File: src/rtl/clk_div_reconfig_pkg.sv
// Shared types and constants for the divider reconfiguration sequencer.
package clk_div_reconfig_pkg;

    typedef enum logic [2:0] {
        ST_STOP     = 3'd0,
        ST_HOLD_RST = 3'd1,
        ST_APPLY    = 3'd2,
        ST_ENABLE   = 3'd3,
        ST_RUN      = 3'd4
    } state_e;

    localparam int unsigned MIN_RATIO = 2;

endpackage

File: src/rtl/clk_div_wait_cnt.sv
// Loadable down-counter that saturates at zero; times the drain and reset-hold phases.
module clk_div_wait_cnt #(
    parameter int DIV_W = 32
) (
    input  logic             i_ref_clk,
    input  logic             i_rst_n,
    input  logic             i_load,
    input  logic             i_dec,
    input  logic [DIV_W-1:0] i_load_val,
    output logic             o_zero
);

    logic [DIV_W-1:0] cnt_q;

    always_ff @(posedge i_ref_clk or negedge i_rst_n) begin
        if (!i_rst_n) begin
            cnt_q <= '0;
        end else if (i_load) begin
            cnt_q <= i_load_val;
        end else if (i_dec && (cnt_q != '0)) begin
            cnt_q <= cnt_q - DIV_W'(1);
        end
    end

    assign o_zero = (cnt_q == '0);

endmodule

File: src/rtl/clk_div_reconfig_ctrl.sv
// Sequences glitch-free divide-ratio changes (stop, drain, reset, load, re-enable)
// and the divider power-up, driving the divider's enable, ratio and reset.
module clk_div_reconfig_ctrl
    import clk_div_reconfig_pkg::*;
#(
    parameter int DIV_W         = 32,
    parameter int DEFAULT_RATIO = 2,
    parameter int MAX_RATIO     = 1024,
    parameter int RST_CYCLES    = 2
) (
    input  logic             i_ref_clk,
    input  logic             i_rst_n,
    input  logic             i_en,
    input  logic             i_req_valid,
    input  logic [DIV_W-1:0] i_req_ratio,
    output logic             o_req_ready,
    output logic             o_done,
    output logic             o_err,
    output logic             o_busy,
    output logic [DIV_W-1:0] o_div_ratio,
    output logic             o_div_clk_en,
    output logic             o_div_rst_n,
    output logic [2:0]       o_dbg_state
);

    localparam logic [DIV_W-1:0] DEF_R   = DIV_W'(DEFAULT_RATIO);
    localparam logic [DIV_W-1:0] MIN_R   = DIV_W'(MIN_RATIO);
    localparam logic [DIV_W-1:0] MAX_R   = DIV_W'(MAX_RATIO);
    localparam logic [DIV_W-1:0] RST_LEN = DIV_W'(RST_CYCLES);

    state_e           state_q, state_d;
    logic             armed_q, armed_d;
    logic             pend_q;
    logic [DIV_W-1:0] pend_ratio_q;
    logic             cnt_load, cnt_dec, cnt_zero;
    logic [DIV_W-1:0] cnt_val;
    logic [DIV_W-1:0] wait_len;
    logic             wait_done;
    logic             accept, legal, same;

    // Handshake: a request transfers on a clock edge where i_req_valid and
    // o_req_ready are both high; o_req_ready is high only in RUN, and a stalled
    // requester keeps valid and ratio stable until the transfer.
    assign accept      = i_req_valid && o_req_ready;
    assign legal       = (i_req_ratio >= MIN_R) && (i_req_ratio <= MAX_R);
    assign same        = (i_req_ratio == o_div_ratio);
    assign o_dbg_state = state_q;

    // A wait of N cycles: the first cycle loads N-2, then count down to zero.
    assign wait_len  = (state_q == ST_STOP) ? o_div_ratio : RST_LEN;
    assign wait_done = armed_q ? cnt_zero : (wait_len <= DIV_W'(1));

    clk_div_wait_cnt #(.DIV_W(DIV_W)) u_wait_cnt (
        .i_ref_clk  (i_ref_clk),
        .i_rst_n    (i_rst_n),
        .i_load     (cnt_load),
        .i_dec      (cnt_dec),
        .i_load_val (cnt_val),
        .o_zero     (cnt_zero)
    );

    always_comb begin
        state_d  = state_q;
        armed_d  = armed_q;
        cnt_load = 1'b0;
        cnt_dec  = 1'b0;
        cnt_val  = '0;
        case (state_q)
            ST_RUN: begin
                if (accept && legal && !same) state_d = ST_STOP;
            end
            ST_STOP, ST_HOLD_RST: begin
                if (wait_done) begin
                    armed_d = 1'b0;
                    state_d = (state_q == ST_STOP) ? ST_HOLD_RST : ST_APPLY;
                end else if (!armed_q) begin
                    cnt_load = 1'b1;
                    cnt_val  = wait_len - DIV_W'(2);
                    armed_d  = 1'b1;
                end else begin
                    cnt_dec = 1'b1;
                end
            end
            ST_APPLY:  state_d = ST_ENABLE;
            ST_ENABLE: state_d = ST_RUN;
            default:   state_d = ST_HOLD_RST;
        endcase
    end

    always_ff @(posedge i_ref_clk or negedge i_rst_n) begin
        if (!i_rst_n) begin
            state_q      <= ST_HOLD_RST;
            armed_q      <= 1'b0;
            pend_q       <= 1'b0;
            pend_ratio_q <= DEF_R;
            o_div_ratio  <= DEF_R;
            o_div_clk_en <= 1'b0;
            o_div_rst_n  <= 1'b0;
            o_req_ready  <= 1'b0;
            o_done       <= 1'b0;
            o_err        <= 1'b0;
            o_busy       <= 1'b1;
        end else begin
            state_q      <= state_d;
            armed_q      <= armed_d;
            o_req_ready  <= (state_d == ST_RUN);
            o_busy       <= (state_d != ST_RUN);
            o_div_rst_n  <= (state_d != ST_HOLD_RST);
            o_div_clk_en <= (state_d == ST_RUN) && i_en;
            o_err        <= accept && !legal;
            o_done       <= (accept && legal && same) || ((state_q == ST_ENABLE) && pend_q);
            if (accept && legal && !same) begin
                pend_q       <= 1'b1;
                pend_ratio_q <= i_req_ratio;
            end else if (state_q == ST_ENABLE) begin
                pend_q <= 1'b0;
            end
            // New ratio lands on the edge entering APPLY, while the divider still sees reset.
            if ((state_d == ST_APPLY) && pend_q) o_div_ratio <= pend_ratio_q;
        end
    end

endmodule

File: config.mk
export PLATFORM = sky130hd
export DESIGN_NAME = clk_div_reconfig_ctrl
export DESIGN_NICKNAME = d
export VERILOG_FILES = /design/src/rtl/clk_div_reconfig_pkg.sv /design/src/rtl/clk_div_wait_cnt.sv /design/src/rtl/clk_div_reconfig_ctrl.sv
export SDC_FILE = /design/constraint.sdc
export NUM_CORES = 1
export LEC_CHECK = 0
export CAP_MARGIN = 20
export CORE_ASPECT_RATIO = 1.5
export CORE_MARGIN = 2
export CORE_UTILIZATION = 38
export CTS_CLUSTER_SIZE = 10
export DETAILED_ROUTE_END_ITERATION = 10
export GPL_TIMING_DRIVEN = 0
export MAX_ROUTING_LAYER = met4
export PLACE_DENSITY = 0.63
export SYNTH_ARGS = -nofsm -noshare
export SYNTH_HDL_FRONTEND = slang
export SYNTH_HIERARCHICAL = 1
export SYNTH_SLANG_ARGS = --single-unit
export TNS_END_PERCENT = 30
File: constraint.sdc
create_clock -name i_ref_clk -period 8.7 [get_ports i_ref_clk]
set_clock_uncertainty 0.15 [all_clocks]
set_input_delay 1.305 -clock i_ref_clk [delete_from_list [all_inputs] [get_ports i_ref_clk]]
set_output_delay 1.305 -clock i_ref_clk [all_outputs]
set_load 0.1 [all_outputs]
==> summary.md <==
| Metric | Value |
|---|---|
| Xor-xnor portion of the synthesized cell area | `0.0732` |
| Leakage power | `3.31 nW` |
| Final Cycle Share | `0.532` |
| CP Class | `register to register` |
| Post-synth top cells | `dfrtp_1, nor2_1, nand2_1` |
| Mapped Area | `6220 um^2` |
| Clock network power share | `0.235` |
| Min-Delay Path Class | `register to register` |
| Initial Util | `0.386` |
| Number of remaining DRC errors | `0` |
| Cts repair resizes | `0` |
| Synth Warn # | `6` |
| Fill count | `1576` |
| Top FF cell, synth | `dfrtp_1` |
| I/O pin total | `77` |
| TritonCTS Buffers | `9` |
| Sink Count | `107` |
| Nets@finish | `777` |
| Max VDD drop | `104 uV` |
| Sum of negative setup slack | `0 ns` |
| Largest family of logic cells by synthesized area | `simple AND/OR/NAND/NOR gates` |
| Number of routed nets with antenna violations | `0` |
| Rel. slew slack | `0.273` |
| DR pass1 iterations | `6` |
| Area Overhead vs Synth | `21.5%` |
| Post-synth ARST share | `1.00` |
| DRT iter0 DRCs | `407` |
| H-tree levels | `3` |
| Yosys reg bits | `107` |
| Gpl congestion | `0.940` |
| Setup crit start kind | `register` |
| Req. time, crit path | `8.78 ns` |
| Chip width | `109 um` |
| Ant diodes | `0` |
| Cell Rows | `57` |
| Top cells by area, synth | `dfrtp_1, mux2_2, xor2_1` |
| Status | `finished clean` |
| Clock tree buffer depth | `2` |
| GRT Total Usage | `0.231` |
| PD cells | `222 nW/um^2` |
| Die area | `17400 um^2` |
| CTS tree | `built` |
| Maximum clock rate | `216 MHz` |
| Number of global-route vias before repair | `5709` |
| WL final | `19200 um` |
| Post-synthesis mux area share | `0.0794` |
| Tmin final | `4.63 ns` |
| Flop pwr share | `0.380` |
| Count leader, synth | `dfrtp_1` |
| Post-Synth Simple-Gate Area | `0.233` |
| # hold bufs at CTS | `0` |
| Unrepaired setup endpoints after global routing | `false` |
| Unique masters post-synth | `70` |
| Synth Area in Adders | `0.00402` |
| DP Wirelength | `14700 um` |
| Slew @ Worst Pin | `1.09 ns` |
| Clock-pin transition on the worst setup and hold timing paths | `0.08 ns` |
| Initial antenna violation count | `0` |
| EDFF count, synth | `0` |
| Design area | `7570 um^2` |
| Average cell area after synthesis | `9.56 um^2` |
| Vias per inst | `5.86` |
| Die height | `161 um` |
| Crit path DAT | `4.71 ns` |
| DR WL/cell | `20.2 um` |
| PortBufs | `76` |
| Vias | `5564` |
| Sw Share | `0.410` |
| Fin. max-slew vios | `0` |
| Placed insts | `934` |
| Mapped Nets | `689` |
| NetSw | `0.689 mW` |
| Share of cells above drive strength 1 | `0.125` |
| Internal Dissipation | `0.993 mW` |
| Cells after Synth | `651` |
| Final Hold Viols | `0` |
| Worst-Skew Late Latency | `0.35 ns` |
| Endpoints failing setup | `0` |
| CP max FO | `11` |
| Max Cap Violations | `0` |
| Global-route wire length before repair | `30200 um` |
| Total gr overflow | `0` |
| CP Capture Type | `register` |
| Compound-gate portion of the synthesized area | `0.144` |
| Cell Count, Final, Fillers Out | `950` |
| Area share of the largest cell type after synthesis | `0.414` |
| Root buf cell | `clkbuf_16` |
| Comb power frac | `0.385` |
| Post-synthesis sequential area ratio | `0.431` |
| Core box area | `16100 um^2` |
| Hold_ws | `0.330 ns` |
| Area leader, netlist | `dfrtp_1` |
| Pin count of the biggest net entering global routing | `59` |
| Placed inst area | `7270 um^2` |
| Post-CTS Repair Setup Buffers | `0` |
==> worst max-delay path, stage by stage (launching register included) <==
cell	delay, ns
dfrtp_1	0.43
inv_1	0.08
ha_1	0.19
nor4b_2	0.49
and3_1	0.24
clkbuf_1	0.31
and3_1	0.21
clkbuf_1	0.45
and2_1	0.28
nand2_1	0.08
nor3_1	0.61
clkbuf_1	0.58
mux2_2	0.41
==> stage by stage <==
step / util / worst slack, ns / total power, mW
floorplan: - / 4.70 / 1.08
global placement: 0.449 / 2.15 / 1.27
detailed placement: 0.451 / 3.93 / 1.28
CTS: 0.469 / 4.11 / 1.68
global route: 0.469 / 3.72 / 1.77
finish: 0.469 / 4.07 / 1.68
==> power groups by stage <==
stage                     clock network, mW  registers (mW)  logic (mW)
after floorplan                           0           0.651       0.426
after global placement                    0           0.640       0.625
after detailed placement                  0           0.645       0.635
after CTS                             0.404           0.636       0.638
after global routing                  0.424           0.647       0.702
final                                 0.395           0.639       0.647
==> sequential cells by signal (all words and copies together), names as in the netlist <==
name              count
o_div_ratio          32
u_wait_cnt/cnt_q     32
o_dbg_state           3
armed_q               1
o_req_ready           1
pend_q                1
pend_ratio_q         32
o_div_rst_n           1
o_div_clk_en          1
o_done                1
o_busy                1
o_err                 1
==> cell families (layout without fill, tap and decap cells) <==
logic type,after synthesis,after routing
adders and majority gates,2,2
xor gates and xnor gates,52,52
DFF,107,107
and+or+nand+nor,265,265
muxes,44,44
AOI/OAI and AO/OA,131,131
buffers and inverters,50,143
==> layout make-up <==
class                   count  area [um^2]  area share
plain buffers              39          178      0.0235
clock buffers              10          229      0.0303
clock inverters             6         62.6     0.00827
inverters                  11         41.3     0.00546
multi-input cells         494         3330       0.440
flip-flops and latches    107         2680       0.355
well taps                 206          258      0.0341
repair buffers             77          786       0.104
==> cells in the final DEF (no fill, tap or decap), drive strengths merged, types with 3 or more instances in the layout <==
cell type | netlist | routed
nor4b | 4 | 4
mux2 | 43 | 43
o31ai | 8 | 8
inv | 10 | 11
dfrtp | 103 | 103
nand4 | 12 | 12
a31oi | 15 | 15
buf | 8 | 10
o311ai | 3 | 3
or2 | 3 | 3
o41ai | 10 | 10
nor2 | 58 | 58
nor4 | 26 | 26
clkbuf | 31 | 41
and2 | 24 | 24
o21ai | 33 | 33
dfstp | 4 | 4
or3 | 15 | 15
a21oi | 26 | 26
nand3 | 13 | 13
a31o | 7 | 7
o211ai | 6 | 6
xor2 | 39 | 39
or4 | 15 | 15
xnor2 | 13 | 13
nand2 | 48 | 48
or4b | 5 | 5
clkdlybuf4s50 | 0 | 75
nor3 | 26 | 26
clkinv | 1 | 6
and3 | 3 | 3
==> final timing paths <==
kind | start | endpoint | slack [ns] | cells past startpoint
worst max-delay path | u_wait_cnt/cnt_q[0]$_DFFE_PN0P_ | o_div_ratio[22]$_DFFE_PN0P_ | 4.07 | 12
worst min-delay path | pend_ratio_q[18]$_DFFE_PN0P_ | pend_ratio_q[18]$_DFFE_PN0P_ | 0.33 | 1
worst max register to register | u_wait_cnt/cnt_q[0]$_DFFE_PN0P_ | o_div_ratio[22]$_DFFE_PN0P_ | 4.07 | 12
worst min register to register | pend_ratio_q[18]$_DFFE_PN0P_ | pend_ratio_q[18]$_DFFE_PN0P_ | 0.33 | 1
max in group asynchronous | i_rst_n | o_busy$_DFF_PN1_ | 6.80 | 2
min in group asynchronous | i_rst_n | u_wait_cnt/cnt_q[5]$_DFFE_PN0P_ | 0.83 | 1
==> layer usage <==
layer | up-vias | GRT usage | wire length [um]
li1 | 2579 | - | -
met4 | 0 | 0.118 | 896
met1 | 2727 | 0.262 | 7570
met3 | 59 | 0.0239 | 672
met5 | - | - | 0
met2 | 199 | 0.397 | 10100
No activity file was read; power rests on OpenSTA's default activity.
